===== src/rtl/pong_frame_ctrl.sv =====
// -----------------------------------------------------------------------------
// pong_frame_ctrl
//   Frame-rate game sequencer for the Pong display path. Each accepted
//   frame_tick starts a three-step update (paddles -> ball/collisions ->
//   commit). All object coordinates, scores and the game state change together
//   on the commit cycle only, so the pixel renderer never sees a half-updated
//   frame.
//
// Ports
//   clk          pixel-domain clock
//   reset        asynchronous, active-low reset
//   frame_tick   one-cycle pulse at start of vertical blanking
//   start        restart request, honoured only in GAME_OVER
//   p1_up/down   left paddle buttons (level, already synchronised)
//   p2_up/down   right paddle buttons (level, already synchronised)
//   ball_x/y     ball top-left corner
//   paddle_l_y   left paddle top edge
//   paddle_r_y   right paddle top edge
//   score_l/r    scores
//   game_over    high while in GAME_OVER
//   update_done  one-cycle pulse when new coordinates are committed
// -----------------------------------------------------------------------------
module pong_frame_ctrl #(
    parameter int H_ACTIVE     = 640,
    parameter int V_ACTIVE     = 480,
    parameter int PADDLE_W     = 8,
    parameter int PADDLE_H     = 64,
    parameter int PADDLE_XL    = 16,
    parameter int PADDLE_XR    = 616,
    parameter int BALL_SIZE    = 8,
    parameter int PADDLE_SPEED = 4,
    parameter int BALL_SPEED   = 2,
    parameter int SERVE_FRAMES = 60,
    parameter int WIN_SCORE    = 9
) (
    input  logic       clk,
    input  logic       reset,
    input  logic       frame_tick,
    input  logic       start,
    input  logic       p1_up,
    input  logic       p1_down,
    input  logic       p2_up,
    input  logic       p2_down,
    output logic [9:0] ball_x,
    output logic [9:0] ball_y,
    output logic [9:0] paddle_l_y,
    output logic [9:0] paddle_r_y,
    output logic [3:0] score_l,
    output logic [3:0] score_r,
    output logic       game_over,
    output logic       update_done
);

    localparam int CNT_W   = $clog2(SERVE_FRAMES + 1);
    localparam int PAD_MAX = V_ACTIVE - PADDLE_H;

    localparam logic [9:0] BALL_X0 = 10'((H_ACTIVE - BALL_SIZE) / 2);
    localparam logic [9:0] BALL_Y0 = 10'((V_ACTIVE - BALL_SIZE) / 2);
    localparam logic [9:0] PAD_Y0  = 10'(PAD_MAX / 2);

    // Signed 11-bit thresholds so that a step past the left/top edge is negative.
    localparam logic signed [10:0] ZERO_S  = '0;
    localparam logic signed [10:0] STEP_S  = 11'(BALL_SPEED);
    localparam logic signed [10:0] L_HIT_S = 11'(PADDLE_XL + PADDLE_W);
    localparam logic signed [10:0] R_HIT_S = 11'(PADDLE_XR - BALL_SIZE);
    localparam logic signed [10:0] X_MAX_S = 11'(H_ACTIVE - BALL_SIZE);
    localparam logic signed [10:0] Y_MAX_S = 11'(V_ACTIVE - BALL_SIZE);

    typedef enum logic [1:0] {ST_SERVE, ST_PLAY, ST_POINT, ST_GAME_OVER} game_state_e;
    typedef enum logic [1:0] {PH_IDLE, PH_PADDLE, PH_BALL, PH_COMMIT} phase_e;

    phase_e           phase_q, phase_d;
    game_state_e      state_q, state_d;
    logic [9:0]       ball_x_q, ball_x_d, ball_y_q, ball_y_d;
    logic [9:0]       pad_l_q, pad_l_d, pad_r_q, pad_r_d;
    logic [3:0]       score_l_q, score_l_d, score_r_q, score_r_d;
    logic [CNT_W-1:0] serve_cnt_q, serve_cnt_d;
    logic             dx_q, dx_d, dy_q, dy_d;         // 1 = +x / +y
    logic             point_left_q, point_left_d;     // scorer remembered across POINT
    logic             update_done_q, update_done_d;

    // Shadow copies built during the update and committed in one go.
    logic [9:0]       pad_l_sh_q, pad_l_sh_d, pad_r_sh_q, pad_r_sh_d;
    logic [9:0]       ball_x_sh_q, ball_x_sh_d, ball_y_sh_q, ball_y_sh_d;
    logic             dx_sh_q, dx_sh_d, dy_sh_q, dy_sh_d;
    logic             miss_sh_q, miss_sh_d;           // ball left the field this update
    logic             miss_left_sh_q, miss_left_sh_d; // 1 = left player scored

    logic signed [10:0] bx_s, by_s, nx, ny;
    logic [10:0]        by_u;
    logic               ov_l, ov_r;
    logic [3:0]         new_score;

    function automatic logic [9:0] paddle_step(input logic [9:0] y, input logic up, input logic dn);
        logic [9:0] r;
        r = y;
        if (up && !dn) begin
            r = (y < 10'(PADDLE_SPEED)) ? 10'd0 : y - 10'(PADDLE_SPEED);
        end else if (dn && !up) begin
            r = (y >= 10'(PAD_MAX - PADDLE_SPEED)) ? 10'(PAD_MAX) : y + 10'(PADDLE_SPEED);
        end
        return r;
    endfunction

    always_comb begin
        phase_d        = phase_q;
        state_d        = state_q;
        ball_x_d       = ball_x_q;
        ball_y_d       = ball_y_q;
        pad_l_d        = pad_l_q;
        pad_r_d        = pad_r_q;
        score_l_d      = score_l_q;
        score_r_d      = score_r_q;
        serve_cnt_d    = serve_cnt_q;
        dx_d           = dx_q;
        dy_d           = dy_q;
        point_left_d   = point_left_q;
        update_done_d  = 1'b0;
        pad_l_sh_d     = pad_l_sh_q;
        pad_r_sh_d     = pad_r_sh_q;
        ball_x_sh_d    = ball_x_sh_q;
        ball_y_sh_d    = ball_y_sh_q;
        dx_sh_d        = dx_sh_q;
        dy_sh_d        = dy_sh_q;
        miss_sh_d      = miss_sh_q;
        miss_left_sh_d = miss_left_sh_q;
        new_score      = point_left_q ? score_l_q + 4'd1 : score_r_q + 4'd1;

        bx_s = {1'b0, ball_x_q};
        by_s = {1'b0, ball_y_q};
        by_u = {1'b0, ball_y_q};
        nx   = dx_q ? bx_s + STEP_S : bx_s - STEP_S;
        ny   = dy_q ? by_s + STEP_S : by_s - STEP_S;
        // Overlap uses the paddle positions just computed for this same update.
        ov_l = (by_u + 11'(BALL_SIZE) > {1'b0, pad_l_sh_q}) &&
               (by_u < {1'b0, pad_l_sh_q} + 11'(PADDLE_H));
        ov_r = (by_u + 11'(BALL_SIZE) > {1'b0, pad_r_sh_q}) &&
               (by_u < {1'b0, pad_r_sh_q} + 11'(PADDLE_H));

        case (phase_q)
            PH_IDLE: begin
                if (frame_tick && state_q != ST_GAME_OVER) begin
                    phase_d = PH_PADDLE;
                end
            end
            PH_PADDLE: begin
                phase_d    = PH_BALL;
                pad_l_sh_d = pad_l_q;
                pad_r_sh_d = pad_r_q;
                if (state_q == ST_SERVE || state_q == ST_PLAY) begin
                    pad_l_sh_d = paddle_step(pad_l_q, p1_up, p1_down);
                    pad_r_sh_d = paddle_step(pad_r_q, p2_up, p2_down);
                end
            end
            PH_BALL: begin
                phase_d        = PH_COMMIT;
                ball_x_sh_d    = ball_x_q;
                ball_y_sh_d    = ball_y_q;
                dx_sh_d        = dx_q;
                dy_sh_d        = dy_q;
                miss_sh_d      = 1'b0;
                miss_left_sh_d = 1'b0;
                if (state_q == ST_PLAY) begin
                    if (ny <= ZERO_S) begin
                        ball_y_sh_d = 10'd0;
                        dy_sh_d     = 1'b1;
                    end else if (ny >= Y_MAX_S) begin
                        ball_y_sh_d = Y_MAX_S[9:0];
                        dy_sh_d     = 1'b0;
                    end else begin
                        ball_y_sh_d = ny[9:0];
                    end
                    // Paddle hit wins over a miss, which wins over a free move.
                    if (!dx_q && nx <= L_HIT_S && ov_l) begin
                        ball_x_sh_d = L_HIT_S[9:0];
                        dx_sh_d     = 1'b1;
                    end else if (dx_q && nx >= R_HIT_S && ov_r) begin
                        ball_x_sh_d = R_HIT_S[9:0];
                        dx_sh_d     = 1'b0;
                    end else if (nx <= ZERO_S) begin
                        ball_x_sh_d = 10'd0;
                        miss_sh_d   = 1'b1;
                    end else if (nx >= X_MAX_S) begin
                        ball_x_sh_d    = X_MAX_S[9:0];
                        miss_sh_d      = 1'b1;
                        miss_left_sh_d = 1'b1;
                    end else begin
                        ball_x_sh_d = nx[9:0];
                    end
                end
            end
            PH_COMMIT: begin
                phase_d       = PH_IDLE;
                update_done_d = 1'b1;
                pad_l_d       = pad_l_sh_q;
                pad_r_d       = pad_r_sh_q;
                ball_x_d      = ball_x_sh_q;
                ball_y_d      = ball_y_sh_q;
                dx_d          = dx_sh_q;
                dy_d          = dy_sh_q;
                case (state_q)
                    ST_SERVE: begin
                        if (serve_cnt_q == CNT_W'(SERVE_FRAMES - 1)) begin
                            state_d     = ST_PLAY;
                            serve_cnt_d = '0;
                        end else begin
                            serve_cnt_d = serve_cnt_q + 1'b1;
                        end
                    end
                    ST_PLAY: begin
                        if (miss_sh_q) begin
                            state_d      = ST_POINT;
                            point_left_d = miss_left_sh_q;
                        end
                    end
                    ST_POINT: begin
                        if (point_left_q) score_l_d = new_score;
                        else              score_r_d = new_score;
                        if (new_score == 4'(WIN_SCORE)) begin
                            state_d = ST_GAME_OVER;
                        end else begin
                            // Re-serve toward the player who just conceded.
                            state_d     = ST_SERVE;
                            serve_cnt_d = '0;
                            ball_x_d    = BALL_X0;
                            ball_y_d    = BALL_Y0;
                            dx_d        = point_left_q;
                        end
                    end
                    default: ;
                endcase
            end
            default: phase_d = PH_IDLE;
        endcase

        // Restart from GAME_OVER takes effect immediately; no update is in flight there.
        if (state_q == ST_GAME_OVER && start) begin
            phase_d       = PH_IDLE;
            state_d       = ST_SERVE;
            ball_x_d      = BALL_X0;
            ball_y_d      = BALL_Y0;
            pad_l_d       = PAD_Y0;
            pad_r_d       = PAD_Y0;
            score_l_d     = 4'd0;
            score_r_d     = 4'd0;
            serve_cnt_d   = '0;
            dx_d          = 1'b1;
            dy_d          = 1'b1;
            update_done_d = 1'b0;
        end
    end

    always_ff @(posedge clk or negedge reset) begin
        if (!reset) begin
            phase_q        <= PH_IDLE;
            state_q        <= ST_SERVE;
            ball_x_q       <= BALL_X0;
            ball_y_q       <= BALL_Y0;
            pad_l_q        <= PAD_Y0;
            pad_r_q        <= PAD_Y0;
            score_l_q      <= 4'd0;
            score_r_q      <= 4'd0;
            serve_cnt_q    <= '0;
            dx_q           <= 1'b1;
            dy_q           <= 1'b1;
            point_left_q   <= 1'b0;
            update_done_q  <= 1'b0;
            pad_l_sh_q     <= PAD_Y0;
            pad_r_sh_q     <= PAD_Y0;
            ball_x_sh_q    <= BALL_X0;
            ball_y_sh_q    <= BALL_Y0;
            dx_sh_q        <= 1'b1;
            dy_sh_q        <= 1'b1;
            miss_sh_q      <= 1'b0;
            miss_left_sh_q <= 1'b0;
        end else begin
            phase_q        <= phase_d;
            state_q        <= state_d;
            ball_x_q       <= ball_x_d;
            ball_y_q       <= ball_y_d;
            pad_l_q        <= pad_l_d;
            pad_r_q        <= pad_r_d;
            score_l_q      <= score_l_d;
            score_r_q      <= score_r_d;
            serve_cnt_q    <= serve_cnt_d;
            dx_q           <= dx_d;
            dy_q           <= dy_d;
            point_left_q   <= point_left_d;
            update_done_q  <= update_done_d;
            pad_l_sh_q     <= pad_l_sh_d;
            pad_r_sh_q     <= pad_r_sh_d;
            ball_x_sh_q    <= ball_x_sh_d;
            ball_y_sh_q    <= ball_y_sh_d;
            dx_sh_q        <= dx_sh_d;
            dy_sh_q        <= dy_sh_d;
            miss_sh_q      <= miss_sh_d;
            miss_left_sh_q <= miss_left_sh_d;
        end
    end

    assign ball_x      = ball_x_q;
    assign ball_y      = ball_y_q;
    assign paddle_l_y  = pad_l_q;
    assign paddle_r_y  = pad_r_q;
    assign score_l     = score_l_q;
    assign score_r     = score_r_q;
    assign game_over   = (state_q == ST_GAME_OVER);
    assign update_done = update_done_q;

endmodule


===== config.mk =====
export PLATFORM = sky130hd
export DESIGN_NAME = pong_frame_ctrl
export DESIGN_NICKNAME = d
export VERILOG_FILES = /design/src/rtl/pong_frame_ctrl.sv
export SDC_FILE = /design/constraint.sdc
export NUM_CORES = 1
export LEC_CHECK = 0
export BUFFER_PORTS_ARGS = -buffer_cell sky130_fd_sc_hd__buf_2
export CORE_AREA = 3 3 170 139
export DETAILED_ROUTE_END_ITERATION = 6
export DIE_AREA = 0 0 173 142
export HOLD_SLACK_MARGIN = 0.15
export SYNTH_ARGS = -nofsm -noshare
export SYNTH_HDL_FRONTEND = slang
export SYNTH_SLANG_ARGS = --single-unit

===== constraint.sdc =====
create_clock -name clk -period 4.4 [get_ports clk]
set_input_delay 0.66 -clock clk [delete_from_list [all_inputs] [get_ports clk]]
set_output_delay 0.66 -clock clk [all_outputs]
set_load 0.03 [all_outputs]

* Yosys cells after proc, flatten, opt, wreduce, memory -nomap -nowiden
Index checks and enable logic that the tools add are counted.
** Word-level totals
- Bits in latches :: 0
- Memory bits (read-only) :: 0
- RAM bits :: 0
- Output and inout bits :: 50
- Word-level logic and storage cells :: 171
- Memories :: 0
- Flip-flop bits (word level) :: 106
** Cells by class
- $lt $le $gt $ge :: 14
- Add/subtract/negate cells :: 14
- Bitwise gates (word level) :: 0
- Multiply operators :: 0
- Multiplexer cells :: 78
- Shift-type cells :: 0
- Div/mod/pow operators :: 0
- Eq/ne operators :: 14
- Reductions and logical operators :: 30
** Operator list (number)
- two-way mux 10 bit :: 30
- two-way mux 4 bit :: 9
- two-way mux 6 bit :: 4
- two-way mux 1 bit :: 23
- adder 10 x 2 -> 11 bit (second input constant) :: 2
- adder 10 x 7 -> 11 bit (second input constant) :: 2
- greater-or-equal comparator 11 bit (second input constant) :: 2
- greater-than comparator 11 x 10 -> 1 bit :: 2
- <= comparator 11 x 1 -> 1 bit (second input constant) :: 2
- less-than comparator 10 x 11 -> 1 bit :: 2
- two-way mux 11 bit :: 2
- subtractor 10 x 2 -> 11 bit (second input constant) :: 2
- adder 10 x 3 -> 10 bit (second input constant) :: 2
- greater-or-equal comparator 10 x 9 -> 1 bit (second input constant) :: 2
- less-than comparator 10 x 3 -> 1 bit (second input constant) :: 2
- subtractor 10 x 3 -> 10 bit (second input constant) :: 2
- two-way mux 2 bit :: 7
- logical AND 1 bit :: 12
- case mux 6 bit (2 select lines) :: 1
- AND reduction 3 bit :: 4
- adder 10 x 4 -> 11 bit (second input constant) :: 1
- greater-or-equal comparator 11 x 10 -> 1 bit (second input constant) :: 1
- <= comparator 11 x 6 -> 1 bit (second input constant) :: 1
- adder 4 x 1 -> 4 bit (second input constant) :: 2
- 19 further kinds :: 31

* Logic depth before layout (Yosys ltp)
- Word-level depth :: 8
- Gate-level depth with buffers :: 13
- Depth with buffers taken out :: 12

* Worst setup path before layout
OpenSTA, ideal clock, no wires.
- Path kind :: register to register
- From :: reg dx_q
- To :: reg ball_x_sh_q[2]
- Stages on the path, launching flop included :: 13
- Data arrival time :: 3081 ps
- Buffers on the path :: 2
- Data required time :: 4314 ps
- Clock period less this slack :: 3168 ps
- Path slack :: 1232 ps
- Cell sequence :: dfstp_2 -> inv_1 -> ha_1 -> buf_6 -> a21o_1 -> or3b_1 -> o211ai_2 -> o21ba_4 -> a41oi_2 -> a221oi_2 -> or4b_4 -> buf_6 -> o31ai_2
** Between the ends
- Cells in the longest elaborated chain, start to end :: 7
- Elaborated cells on any way between the ends :: 15
- Classes of those cells :: 4 x order compare; 6 x mux; 5 x reduce/logical
** Ends and longest elaborated chain
- start, declared :: RTL line 78 : logic dx_q, dx_d, dy_q, dy_d;
- start signal, assigned :: RTL line 264 : dx_q <= 1'b1;
- start signal, assigned :: RTL line 286 : dx_q <= dx_d;
- two-way mux 11 bit :: RTL line 132 : nx = dx_q ? bx_s + STEP_S : bx_s - STEP_S;
- greater-or-equal comparator 11 bit (on tied branches) :: RTL line 183, 177
- two-way mux 10 bit or logical AND 1 bit (tied branches) :: RTL line 183, 177
- two-way mux 10 bit or logical AND 1 bit (tied branches) :: RTL line 180, 177
- two-way mux 10 bit :: RTL line 177 : end else if (dx_q && nx >= R_HIT_S && ov_r) begin
- two-way mux 10 bit (*) :: RTL line 174 : if (!dx_q && nx <= L_HIT_S && ov_l) begin
- two-way mux 10 bit (*) :: RTL line 163 : if (state_q == ST_PLAY) begin
- end signal, assigned :: RTL line 292 : ball_x_sh_q <= ball_x_sh_d;
- end, declared :: RTL line 84 : logic [9:0] ball_x_sh_q, ball_x_sh_d, ball_y_sh_q, ball_y_sh_d;
Mark *: on every way between the ends. The rest lies on a longest branch, timed or not.
A chain may end at the register's enable or synchronous reset.

* Worst setup path after layout
Ends and elaborated chain as after synthesis.

==> run_results.csv <==
group,metric,value,unit
grt,grt_antenna_before_repair,0,
clocking,clkTransAtPathRegs,0.08,ns
sta,clock_skew,0.0152,ns
layout,final_cell_mix,"nor2_1, a21oi_1, dfrtp_1, ha_1, nand2_1",
floorplanning,die_width,173,um
synth,ys_ff_latch,106,
synth,ys_async_sr_fraction,100,%
pwr,peakVddDrop,0.000257,V
critical_path,ff2ff_setup_slack,0.94,ns
grt,grt-ovfl-total,0,
floorplanning,coreArea,22200,sq um
synth,synth_flop_cell,"dfrtp_1",
synth,netlist_area,7700,sq um
floorplanning,ios,58,
pwr,power_density,809,nW/um^2
placed_design,postPlaceCellArea,8230,sq um
layout,nets,984,
critical_path,critical_path_arrival,3.73,ns
floorplanning,rows,49,
placed_design,numPortBuffers,57,
placed_design,hpwlAfterDp,14900,um
critical_path,max_stage_delay,0.63,ns
critical_path,slowest_stage,"or4b_4",
grt,grt_max_degree,66,
flow_run,maxCapViolations,0,
clocking,cts_max_path_buffers,2,
drt,vias,6547,
drt,avgRoutedWirePerCell,16.4,um
sta,finalSetupViolations,0,
sta,hold_violations,0,
clocking,htree_levels,3,
floorplanning,dieArea,24600,sq um
drt,routed_wirelength,20000,um
sta,relSlewSlack,28.9,%
synth,synth_fp_nets,953,
placed_design,placed_cells,1200,
synth,syn_inst,874,
sta,worstMarginPinSlew,1.06,ns
layout,diodes,0,
clocking,cts_sinks,106,
drt,drt_iter0_drc,446,
clocking,cts_resized,0,
grt,grt_pass1_wl,33200,um
floorplanning,die_h,142,um
placed_design,gp_congestion,0.875,
critical_path,crit_type,"flip-flop to flip-flop",
drt,ant_nets,0,
layout,drive_above_1_share,15.4,%
synth,yosys_warnings,0,
status,status,"finished clean",
synth,yosysTopAreaCell,"dfrtp_1",
synth,synth_top_cell_area_share,22.8,%
layout,area_delta_synth_final,10.5,%
synth,synth.area.top_cells,"dfrtp_1, dfstp_2, ha_1",
sta,maxSlewViolCount,0,
critical_path,cp-startpoint,"dx_q",
sta,fin_tns_setup,0,ns
clocking,cts_root_buf,"clkbuf_16",
pwr,power,6.88,mW
drt,drc,0,
critical_path,critPathBufInv,1,
synth,synth_edf_count,0,
synth,syn_avg_cell_area,8.81,sq um
synth,yosys.cell_types.count,73,
critical_path,rr_startpoint,"dx_q",
critical_path,critPathCaptureType,"flip-flop",
sta,fmax,289,MHz
critical_path,cp_max_fo,12,
layout,mostFrequentLayoutCell,"nor2_1",
floorplanning,initial_utilization,34.7,%
grt,grt_pass1_vias,6182,
critical_path,cpLargestDelayFamily,"compound AO/OA/AOI/OAI gates",
sta,finalCritPeriodShare,78.5,%
drt,routed_via_density,5.38,
clocking,cts_setup_buffers,0,
drt,drtPass1Iterations,5,
clocking,clk_latency,0.36,ns
layout,instances_no_fill,1216,
critical_path,crit_chain,"inv_1 > ha_1 > a21o_1 > a221oi_1 > o211ai_2 > o21bai_1 > o21ai_0 > nor2_1 > or4b_4 > o31ai_2",
sta,setup_ws,0.945,ns
sta,grt_setup_unrepaired,"false",
critical_path,cp-start-kind,"flip-flop",
layout,post-route-cell-area,8500,sq um
clocking,hold_buffers,0,
clocking,cts_made_buffers,9,
synth,synth-seq-area-share,35.1,%
placed_design,preCtsSetupSlack,0.977,ns
hold_path,worstHoldPathType,"input pin to async pin",
sta,finalCriticalPeriod,3.46,ns
critical_path,cp_data_required_time,4.68,ns
grt,grtUsageTotal,16.5,%
pwr,leakage,3.72,nW
clocking,cts_tree,"built",
flip-flops by register name, indices dropped and copies added (netlist names), 10 cells and up:
register and count:
ball_x 10, ball_x_sh_q 10, ball_y 10, ball_y_sh_q 10, pad_l_sh_q 10, pad_r_sh_q 10, paddle_l_y 10, paddle_r_y 10
worst reg2reg max path: stages (launching register included):
cell	delay, ns
dfstp_2	0.57
inv_1	0.23
ha_1	0.47
a21o_1	0.25
a221oi_1	0.34
o211ai_2	0.17
o21bai_1	0.20
o21ai_0	0.19
nor2_1	0.12
or4b_4	0.63
o31ai_2	0.21
through the flow:
step	util, %	hold WS [ns]
CTS	38.3	0.428
detailed placement	37.1	0.469
global route	38.3	0.448
floorplan	-	0.364
global placement	37.1	0.464
finish	38.3	0.397
worst paths after layout:
path,end,cells past startpoint
min in group clk,ball_x[5],2
min reg2reg,ball_x[5],2
min,score_r[1],1
max,ball_x_sh_q[2],10
max in group asynchronous,pad_r_sh_q[7],2
max reg2reg,ball_x_sh_q[2],10
synth_stat cells, drive strengths merged (6+ instances only):
cell type	number
clkbuf	32
dfrtp	70
and3	8
o221ai	7
a31oi	10
a22o	9
inv	57
ha	69
nand2	62
a21oi	71
buf	12
o21a	8
o31ai	9
a22oi	9
nand4	7
nor2	88
nor3	12
nor2b	16
dfstp	36
xnor2	19
nand3	28
o22a	6
o21ai	60
mux2i	29
a211oi	11
o211ai	14
nand2b	10
xor2	10
a21o	12
o22ai	6
o2111ai	6
a221oi	6
metal layers:
metal / vias to the layer above / global-route usage (%) / part of all wire [%]
li1: 3238 / - / -
met1: 3132 / 24.5 / 51
met2: 161 / 25.0 / 43
met3: 16 / 2.93 / 5.2
met4: 0 / 3.92 / 0.92
met5: - / 0 / 0
cell families after synthesis:
family / synth area share [%]
xor+xnor: 3.30
compound gates: 24.2
flops: 35.1
mux: 4.06
buf+inv: 5.40
fa+ha+maj: 11.7
simple gates: 16.2
layout make-up:
type,count,area [sq um]
Fill cell,2256,13700
Multi-Input combinational cell,666,4590
Sequential cell,106,2700
Tap cell,306,383
Timing Repair Buffer,65,348
Clock buffer,9,225
Inverter,57,214
Clock inverter,7,51.3
power by group:
part / internal [mW] / switching [mW] / leakage (nW) / total (mW)
clock network: 0.390 / 0.384 / 0.139 / 0.774
logic: 1.67 / 2.60 / 2.33 / 4.27
registers: 1.38 / 0.454 / 1.25 / 1.84
Power figures use the tool's default switching activity.
